--- config.mk ---
export PLATFORM = sky130hd
export DESIGN_NAME = uart_rx_edge_bit_cnt_p
export DESIGN_NICKNAME = d
export VERILOG_FILES = /design/src/rtl/uart_rx_edge_bit_cnt_p.sv
export SDC_FILE = /design/constraint.sdc
export NUM_CORES = 1
export LEC_CHECK = 0
export ABC_AREA = 1
export CORE_AREA = 8 8 73 59
export DETAILED_ROUTE_END_ITERATION = 8
export DIE_AREA = 0 0 81 67
export HOLD_SLACK_MARGIN = 0.06
export PLACE_DENSITY_LB_ADDON = 0.1
export SLEW_MARGIN = 0
export SYNTH_ARGS = -nofsm -noshare
export SYNTH_HDL_FRONTEND = slang
export SYNTH_SLANG_ARGS = --single-unit
export TNS_END_PERCENT = 30
--- constraint.sdc ---
create_clock -name clk -period 4.9 [get_ports clk]
set_input_delay 1.47 -clock clk [delete_from_list [all_inputs] [get_ports clk]]
set_output_delay 1.47 -clock clk [all_outputs]
set_load 0.005 [all_outputs]
--- src/rtl/uart_rx_edge_bit_cnt_p.sv ---
// Edge/bit counter for the UART receiver with a runtime prescale and frame length.
// It also decodes the per-bit and per-frame completion pulses and the mid-bit sample strobes.
module uart_rx_edge_bit_cnt_p #(
    parameter int PRESCALE_W = 6,
    parameter int BIT_CNT_W  = 4
) (
    input  logic                  clk,
    input  logic                  rst,
    input  logic                  enable,
    input  logic [PRESCALE_W-1:0] prescale,
    input  logic [BIT_CNT_W-1:0]  frame_bits,
    output logic [PRESCALE_W-1:0] edge_cnt,
    output logic [BIT_CNT_W-1:0]  bit_cnt,
    output logic                  busy,
    output logic                  sample_en,
    output logic                  sample_last,
    output logic                  bit_done,
    output logic                  frame_done,
    output logic                  cfg_err
);

    typedef enum logic {
        IDLE = 1'b0,
        RUN  = 1'b1
    } state_t;

    localparam logic [PRESCALE_W-1:0] P_ONE   = PRESCALE_W'(1);
    localparam logic [PRESCALE_W-1:0] P_MIN   = PRESCALE_W'(4);
    localparam logic [BIT_CNT_W-1:0]  B_ONE   = BIT_CNT_W'(1);
    localparam logic [BIT_CNT_W-1:0]  FB_MIN  = BIT_CNT_W'(2);

    state_t                  state;
    logic [PRESCALE_W-1:0]   p_q;
    logic [BIT_CNT_W-1:0]    fb_q;
    logic [PRESCALE_W-1:0]   mid;
    logic                    cfg_ok;
    logic                    last_edge;
    logic                    last_bit;
    logic                    active;

    assign cfg_ok    = (prescale >= P_MIN) && (frame_bits >= FB_MIN);
    assign mid       = p_q >> 1;
    assign last_edge = (edge_cnt == p_q - P_ONE);
    assign last_bit  = (bit_cnt == fb_q - B_ONE);

    // Reset also masks the strobes so a reset cycle never emits a pulse.
    assign active      = (state == RUN) && enable && rst;
    assign busy        = (state == RUN);
    assign sample_en   = active && ((edge_cnt == mid - P_ONE) || (edge_cnt == mid) ||
                                    (edge_cnt == mid + P_ONE));
    assign sample_last = active && (edge_cnt == mid + P_ONE);
    assign bit_done    = active && last_edge;
    assign frame_done  = bit_done && last_bit;

    // NOTE: sequential state uses non-blocking assignments only, so every register
    // here sees the pre-edge values of the others regardless of statement order.
    always_ff @(posedge clk) begin
        if (!rst) begin
            state    <= IDLE;
            edge_cnt <= '0;
            bit_cnt  <= '0;
            p_q      <= '0;
            fb_q     <= '0;
            cfg_err  <= 1'b0;
        end else begin
            case (state)
                IDLE: begin
                    edge_cnt <= '0;
                    bit_cnt  <= '0;
                    if (enable) begin
                        if (cfg_ok) begin
                            p_q     <= prescale;
                            fb_q    <= frame_bits;
                            cfg_err <= 1'b0;
                            state   <= RUN;
                        end else begin
                            cfg_err <= 1'b1;
                        end
                    end
                end
                RUN: begin
                    if (!enable) begin
                        state    <= IDLE;
                        edge_cnt <= '0;
                        bit_cnt  <= '0;
                    end else if (last_edge) begin
                        // Wrapping bit_cnt keeps RUN, so back-to-back frames have no gap.
                        edge_cnt <= '0;
                        bit_cnt  <= last_bit ? '0 : bit_cnt + B_ONE;
                    end else begin
                        edge_cnt <= edge_cnt + P_ONE;
                    end
                end
                default: state <= IDLE;
            endcase
        end
    end

endmodule
==> results of run 1 <==
==> final cells by class <==
| cell class | instances | area (µm²) |
|---|---|---|
| clock buffer | 3 | 41.3 |
| fill | 321 | 1130 |
| tap | 40 | 50.0 |
| inverter | 45 | 174 |
| multi-input combinational | 181 | 1030 |
| timing repair buffer | 29 | 288 |
| sequential | 22 | 440 |
==> cells by family (layout without fill, tap and decap cells) <==
group	count (synthesis)	after routing	share of synthesized area (%)
xor gates and xnor gates	16	16	8.64
adders and majority gates	7	7	5.12
AOI/OAI and AO/OA	22	22	8.49
buffers and inverters	53	77	14.1
and+or+nand+nor	136	136	37.9
DFF	22	22	25.8
==> cells in the mapped netlist, types with 2 or more instances <==
cell	number	area share (%)
nand3_4	2	2.0
inv_2	13	2.9
o21ai_0	9	2.6
nand2_2	5	1.8
buf_2	2	0.59
nand3_1	19	5.6
nor2_1	31	6.8
buf_6	3	2.0
nand2_1	64	14
nor3_1	2	0.59
nor2_4	5	3.3
nand4_1	3	1.1
xnor2_1	7	3.6
ha_1	7	5.1
o22ai_1	4	1.5
buf_4	3	1.3
a21oi_2	2	1.0
dfxtp_1	22	26
xor2_1	8	4.1
inv_1	30	6.6
a21oi_1	3	0.88
==> critical path: stages <==
cell,delay (ps)
clkdlybuf4s50_1,530
nand3_4,140
inv_2,130
nand2_1,70
nor3_2,110
nand2_1,60
nor2_1,100
nand3_1,90
nand2_1,70
clkdlybuf4s50_1,490
==> cells in the final DEF, fill, tap and decap left out, drive strengths merged, types with 3 or more instances in the layout <==
master         synthesis  layout
a21oi                  5       5
nand2                 70      70
nor2                  37      37
nor3                   3       3
xnor2                  8       8
clkbuf                 0       3
xor2                   8       8
o22ai                  4       4
o21ai                 11      11
clkdlybuf4s50          0      28
dfxtp                 22      22
nand3                 22      22
ha                     7       7
inv                   44      44
nand4                  3       3
==> state kept, by name, summed over array words and instances, names as in the netlist <==
name	cells
cfg_err	1
busy	1
edge_cnt	6
p_q	6
fb_q	4
bit_cnt	4
==> layer usage <==
metal / track usage (%) / up-vias / wire length (µm)
met1: 21.9 / 643 / 1990
li1: - / 835 / -
met3: 3.76 / 4 / 208
met5: 0 / - / 0
met4: 2.00 / 0 / 23
met2: 20.0 / 38 / 1470
==> power by group through the flow <==
stage	Sequential [mW]	Clock (mW)	Combinational (mW)
after global placement	0.201	0	0.114
after detailed placement	0.201	0	0.115
final	0.197	0.114	0.116
after CTS	0.197	0.117	0.116
after global routing	0.198	0.124	0.132
after floorplan	0.195	0	0.0927
==> metrics by stage <==
step	cells	total power, mW	util (%)
global route	320	0.454	64.1
detailed placement	317	0.317	62.8
global placement	317	0.315	62.8
CTS	320	0.430	64.1
finish	320	0.428	64.1
floorplan	256	0.288	-
==> final timing paths <==
check,startpoint,to,slack (ps)
max reg2reg,busy,p_q[0],3140
min reg2reg,fb_q[3],fb_q[3],480
min,fb_q[3],fb_q[3],480
max,rst,sample_en,160
==> summary.md, run 1 <==
| Metric | Value |
|---|---|
| Final nets | `302` |
| Placeable Area | `3150 µm²` |
| Area Growth Syn to Fin | `18.3%` |
| Post-Syn Nets | `276` |
| Clock skew | `8.22 ps` |
| Type of the most critical hold path | `reg2reg` |
| Post-Route Setup TNS | `0 ps` |
| Placer Congestion | `0.877` |
| Die width | `81 µm` |
| Post-Syn Area | `1710 µm²` |
| Int Pwr | `0.290 mW` |
| Worst Path Max Fanout | `6` |
| Top achievable clock speed | `211 MHz` |
| Worst setup EP type | `output port` |
| Tightest Pin Transition | `1060 ps` |
| Drt first pass iters | `4` |
| Vias | `1,520` |
| Share of layout cells above drive strength 1 | `13.9%` |
| Later-pin clock latency in the skew report | `270 ps` |
| Total track usage | `14.5%` |
| Initial antenna violation count | `0` |
| Pleak | `0.935 nW` |
| Clock Sinks | `22` |
| Sw Share | `32.3%` |
| CTS clock-pin slew for the worst setup and hold paths | `70 ps` |
| Final hold vios | `0` |
| MaxCap Viol Count | `0` |
| Port Buffers | `28` |
| Die area | `5430 µm²` |
| Final Max Tran Viols | `0` |
| CTS tree | `yes` |
| Status | `finished clean` |
| Hpwl dp | `2.98 mm` |
| Final setup violation count | `0` |
| Critical path launch point type | `input port` |
| Dpl cell area | `1980 µm²` |
| Sw Pwr | `0.138 mW` |
| Synth warnings | `0` |
| Critical path class | `in2out` |
| Req. time, crit path | `3430 ps` |
| Cells after Synth | `256` |
| Iteration-0 DRC count of the detailed router | `49` |
| Hold-fix buffers at CTS | `0` |
| Die H | `67 µm` |
| RSZ-0062 raised after global routing | `no` |
| Clock Path Buffers | `2` |
| Clock buffer count from CTS | `3` |
| Final Routed Wirelength | `3.70 mm` |
| Crit share post-route | `96.7%` |
| Pwr Density | `212 nW/µm²` |
| Residual DRC | `0` |
| N_diodes | `0` |
| Synth Register Bits | `22` |
| Mapped Avg Cell Area | `6.68 µm²` |
| Post-CTS sizing | `0` |
| Worst r2r path cells | `4` |
| Pre-CTS WS | `168 ps` |
| Comb power frac | `27.2%` |
| Hold-critical path depth | `2` |
| Row count | `18` |
| Worst relative slew slack | `28.9%` |
| Drt wl/cell | `11.6 µm` |
| Min Tclk post-route | `4740 ps` |
| Initial Utilization | `54.2%` |
| Setup bufs post-CTS | `0` |
| Hold slack | `483 ps` |
| Post-synth EDFFs | `0` |
| DR vias/cell | `4.75` |
| Ys flop type | `dfxtp_1` |
| Sequential share of the synthesized area | `25.8%` |
| Largest net degree at the start of global routing | `12` |
| Worst vdd ir | `0.170 mV` |
| Total gr overflow | `0` |
| I/O pin count | `29` |
| First-pass GRT wire length | `6.39 mm` |
| H-tree levels | `1` |
| Vias in the first global route | `1,351` |
| Slack of the critical path | `163 ps` |
| Post-DRT Antenna Nets | `0` |
| Root Driver | `clkbuf_8` |
| Synth async-reset ratio | `0%` |
| Worst Path Arrival | `3270 ps` |
| Post-synth cell types | `33` |
| Post-route cell area | `2020 µm²` |
| Sequential group share of total power | `46.0%` |
| Clock share of power | `26.7%` |
No activity file was read; power rests on OpenSTA's default activity.
==> run 2: changes to the inputs <==
Settings changed: CORE_AREA 8 8 73 59 to 2 2 67 53, DIE_AREA 0 0 81 67 to 0 0 69 55.
==> run 2 against run 1 <==
Sequential power about the same. Sequential share of layout area down 0.23 points. Critical path type unchanged. Routed wire length down 3.4%. Utilization rose by 0.67 points. Flip-flop and latch count unchanged. Register-to-register slack improved by 20 ps. Critical path depth stayed put.
==> summary.md, run 2 (synthesized netlist as in run 1, its figures left out) <==
| Metric | Value |
|---|---|
| Status | `finished clean` |
| Placer Congestion | `0.865` |
| Post-route cell area | `2040 µm²` |
| Final hold vios | `0` |
| Initial Utilization | `54.2%` |
| Die width | `69 µm` |
| Commonest non-fill, non-tap cell in the layout | `nand2_1` |
| Layout fillers | `324` |
| Largest net degree at the start of global routing | `13` |
| Area Growth Syn to Fin | `19.5%` |
| CTS clock-pin slew for the worst setup and hold paths | `80 ps` |
| H-tree levels | `1` |
| Type of the most critical hold path | `reg2reg` |
| Vias in the first global route | `1,304` |
| Inst Count DP | `318` |
| Total gr overflow | `0` |
| N_diodes | `0` |
| Later-pin clock latency in the skew report | `270 ps` |
| Cell repeated most along the worst path | `nand2_1` |
| CTS tree | `yes` |
| Total track usage | `20.4%` |
| Final setup violation count | `0` |
| RSZ-0062 raised after global routing | `no` |
| Final Max Tran Viols | `0` |
| Power, Total | `0.448 mW` |
| Initial antenna violation count | `0` |
| Pwr Density | `219 nW/µm²` |
| Worst vdd ir | `0.156 mV` |
| Pre-CTS WS | `185 ps` |
| Final Routed Wirelength | `3.57 mm` |
| Clock skew | `2.55 ps` |
| Die area | `3800 µm²` |
| Comb power frac | `26.1%` |
| Drt first pass iters | `4` |
| Port Buffers | `28` |
| Share of layout cells above drive strength 1 | `14.5%` |
| DR vias/cell | `4.81` |
| Hold endpoint | `fb_q[3]` |
| Vias | `1,548` |
| Critical path launch point type | `input port` |
| Post-CTS sizing | `0` |
| Hpwl dp | `2.80 mm` |
| Sw Pwr | `0.141 mW` |
| Clock Sinks | `22` |
| I/O pin count | `29` |
| Worst relative slew slack | `65.2%` |
| Placeable Area | `3150 µm²` |
| Reg-to-Reg Start | `p_q[2]` |
| Int Pwr | `0.307 mW` |
| Most frequent cells in the layout | `64 x nand2_1, 31 x nor2_1, 30 x inv_1` |
| Top flop regs | `edge_cnt (6), p_q (6)` |
| Drt wl/cell | `11.1 µm` |
| Hold-fix buffers at CTS | `0` |
| Sw Share | `31.5%` |
| Crit-path cells | `clkdlybuf4s50_1 -> nand3_4 -> inv_2 -> nand2_1 -> nor3_2 -> nand2_1 -> nor2_1 -> nand3_1 -> nand2_1 -> clkdlybuf4s50_1` |
| Post-Route Setup TNS | `0 ps` |
| Dpl cell area | `1990 µm²` |
| MaxCap Viol Count | `0` |
| RR Endpoint | `bit_cnt[0]` |
| Worst hold start | `fb_q[3]` |
| Sequential group share of total power | `44.0%` |
| CP max stage delay | `520 ps` |
| Clock buffer count from CTS | `3` |
| Top achievable clock speed | `213 MHz` |
| Post-layout util | `64.8%` |
| Clock Path Buffers | `2` |
| Min Tclk post-route | `4710 ps` |
| Die H | `55 µm` |
| Post-DRT Antenna Nets | `0` |
| Hold slack | `485 ps` |
| Slack of the critical path | `194 ps` |
| Residual DRC | `0` |
| Iteration-0 DRC count of the detailed router | `100` |
| Root Driver | `clkbuf_8` |
| Setup bufs post-CTS | `0` |
| Worst setup EP type | `output port` |
| Hold-critical path depth | `2` |
| Clock share of power | `29.8%` |
| Final nets | `303` |
| Worst Path Arrival | `3240 ps` |
| Tightest Pin Transition | `516 ps` |
| Row count | `18` |
| Crit path max-delay cell type | `clkdlybuf4s50_1` |
| Finished Layout Cells | `322` |
| Worst r2r path cells | `12` |
| Worst Path Max Fanout | `6` |
| Crit share post-route | `96.0%` |
| Critical path class | `in2out` |
| First-pass GRT wire length | `6.08 mm` |
| Req. time, crit path | `3430 ps` |
| Pleak | `0.947 nW` |
| R2R Setup Slk | `3160 ps` |
==> run 2: cell count changes in the layout (fill, tap and decap cells not counted) <==
cell	previous run	this run
clkbuf_8	3	4
buf_4	1	2
==> run 2: worst max-delay path, delay by kind of cell <==
family        cells  cell delay [ps]
buf+inv           3             1150
simple gates      7              620
==> run 2: layout make-up <==
class | instances | area [µm²] | share of cell area [%]
Inverter | 45 | 174 | 8.51
Multi-Input combinational cell | 181 | 1030 | 50.3
Tap cell | 40 | 50.0 | 2.45
Clock buffer | 4 | 55.1 | 2.69
Sequential cell | 22 | 440 | 21.6
Timing Repair Buffer | 30 | 295 | 14.5
==> run 2: power groups by stage <==
stage | sequential [mW] | clock (mW) | combinational [mW]
detailed placement | 0.201 | 0 | 0.117
floorplan | 0.195 | 0 | 0.0927
finish | 0.197 | 0.134 | 0.117
CTS | 0.197 | 0.138 | 0.117
global route | 0.199 | 0.142 | 0.134
global placement | 0.201 | 0 | 0.115
==> run 2: worst max path at each step <==
stage	start	to	slack, ps	cells after the start
after floorplan	rst	sample_en	1160	9
after global placement	rst	sample_en	220	10
after detailed placement	rst	sample_en	180	10
after CTS	rst	sample_en	180	10
after global routing	rst	sample_en	20	10
final	rst	sample_en	190	10
==> run 2: metal layers <==
layer	track usage, %	share of wire, %
met5	0	0
met4	4.90	0.90
met3	3.80	4.2
met2	30.1	38
met1	30.7	56
==> run 3: changes to the inputs <==
Settings changed: REMOVE_ABC_BUFFERS set to 1.
==> run 3 against run 2 <==
Combinational power about the same. Global-route usage fell by 1.2 points. Clock skew about the same. Via count shrank 0.32%. Non-clock buffer count unchanged. Hold slack gained 8.1 ps. Sequential share of layout area stayed put. Routed wire length decreased by 3.0%. Critical path depth unchanged. Fmax decreased by 0.41%. Final area unchanged. Clock power about the same. Critical path type unchanged. Largest cell class unchanged. Highest routed layer unchanged.
==> summary.md, run 3 (synthesized netlist as in run 1, its figures left out) <==
| Metric | Value |
|---|---|
| Post-DRT Antenna Nets | `0` |
| Final hold vios | `0` |
| Port Buffers | `28` |
| Area Growth Syn to Fin | `19.5%` |
| Cell repeated most along the worst path | `nand2_1` |
| Clock buffer count from CTS | `3` |
| Vias in the first global route | `1,268` |
| Tightest Pin Transition | `494 ps` |
| Footprint of the multi-input gates | `1030 µm²` |
| Hold-fix buffers at CTS | `0` |
| Post-Route Setup TNS | `0 ps` |
| Critical Path Start | `rst` |
| Min Tclk post-route | `4720 ps` |
| RR Endpoint | `bit_cnt[0]` |
| Residual DRC | `0` |
| R2R Setup Slk | `3170 ps` |
| Initial Utilization | `54.2%` |
| Clock Sinks | `22` |
| Met1 Use GR | `27.8%` |
| Pleak | `0.947 nW` |
| First-pass GRT wire length | `5.82 mm` |
| Later-pin clock latency in the skew report | `260 ps` |
| GR Util met3 | `4.71%` |
| Drt first pass iters | `4` |
| RSZ-0062 raised after global routing | `no` |
| Storage element area | `440 µm²` |
| M2 GR Usage | `29.8%` |
| Commonest non-fill, non-tap cell in the layout | `nand2_1` |
| Placer Congestion | `0.912` |
| CTS tree | `yes` |
| Setup bufs post-CTS | `0` |
| Crit share post-route | `96.4%` |
| Initial antenna violation count | `0` |
| Critical path class | `in2out` |
| N_diodes | `0` |
| Share of layout cells above drive strength 1 | `14.5%` |
| Pwr Density | `218 nW/µm²` |
| Req. time, crit path | `3430 ps` |
| Vias | `1,543` |
| Reg-to-Reg Start | `p_q[2]` |
| Worst r2r path cells | `12` |
| Final Max Tran Viols | `0` |
| Root Driver | `clkbuf_8` |
| Worst setup EP type | `output port` |
| MaxCap Viol Count | `0` |
| Worst relative slew slack | `66.7%` |
| Crit path max-delay cell type | `clkdlybuf4s50_1` |
| I/O pin count | `29` |
| Worst Setup EP | `sample_en` |
| Post-CTS sizing | `0` |
| Largest net degree at the start of global routing | `13` |
| Critical path launch point type | `input port` |
| Most frequent cells in the layout | `64 x nand2_1, 31 x nor2_1, 30 x inv_1` |
| Top flop regs | `edge_cnt (6), p_q (6)` |
| Clock Path Buffers | `2` |
| H-tree levels | `1` |
| Placeable Area | `3150 µm²` |
| Worst Path Max Fanout | `6` |
| Final nets | `303` |
| Gr busiest metal | `met2` |
| Worst vdd ir | `0.152 mV` |
| Status | `finished clean` |
| Crit-path cells | `clkdlybuf4s50_1 -> nand3_4 -> inv_2 -> nand2_1 -> nor3_2 -> nand2_1 -> nor2_1 -> nand3_1 -> nand2_1 -> clkdlybuf4s50_1` |
| Iteration-0 DRC count of the detailed router | `64` |
| DR vias/cell | `4.79` |
| Die H | `55 µm` |
| Drt wl/cell | `10.8 µm` |
| CTS clock-pin slew for the worst setup and hold paths | `80 ps` |
| Type of the most critical hold path | `reg2reg` |
| Total gr overflow | `0` |
| Row count | `18` |
| CP max stage delay | `520 ps` |
| Total track usage | `19.3%` |
| Final setup violation count | `0` |
| Worst Path Arrival | `3250 ps` |
| Final Routed Wirelength | `3.47 mm` |
| Hpwl dp | `2.85 mm` |
| Post-layout util | `64.8%` |
| Top achievable clock speed | `212 MHz` |
| Clock skew | `2.46 ps` |
| Die width | `69 µm` |
| Die area | `3800 µm²` |
| Layout fillers | `301` |
-- run 3: critical path: cells and delay by family --
family	cells	cell delay (ps)
buffers and inverters	3	1150
AND/OR/NAND/NOR	7	640
-- run 3: per-layer routing --
metal / routed length (µm) / part of all wire (%) / vias up
met2: 1450 / 42 / 34
met4: 25 / 0.72 / 0
met3: 180 / 5.2 / 4
met1: 1810 / 52 / 667
met5: 0 / 0 / -
li1: - / - / 838
-- run 3: cell type report --
type	count	area share [%]
Multi-Input combinational cell	181	50.3
Sequential cell	22	21.6
Timing Repair Buffer	30	14.5
Inverter	45	8.51
Clock buffer	4	2.69
Tap cell	40	2.45
-- run 3: metrics by stage --
step,hold slack [ps],instances,worst slack (ps),instance area (µm²),total power [mW]
finish,493,322,175,2040,0.446
global route,522,322,5.52,2040,0.476
CTS,498,322,163,2040,0.455
detailed placement,484,318,164,1990,0.318
global placement,476,318,217,1990,0.317
floorplan,458,248,1310,1640,0.283
-- run 3: worst min path at each step --
stage / from / to / slack (ps) / cells past startpoint
4_1_cts: fb_q[3] / fb_q[3] / 500 / 2
5_1_grt: fb_q[3] / fb_q[3] / 520 / 2
6_report: fb_q[3] / fb_q[3] / 490 / 2
3_3_place_gp: fb_q[3] / fb_q[3] / 480 / 2
2_1_floorplan: fb_q[3] / fb_q[3] / 460 / 2
3_5_place_dp: fb_q[3] / fb_q[3] / 480 / 2
-- run 3: where the power goes --
| group | switching [mW] | internal, mW |
|---|---|---|
| sequential | 0.0107 | 0.186 |
| clock | 0.0611 | 0.0717 |
| combinational | 0.0675 | 0.0490 |
| total | 0.139 | 0.307 |
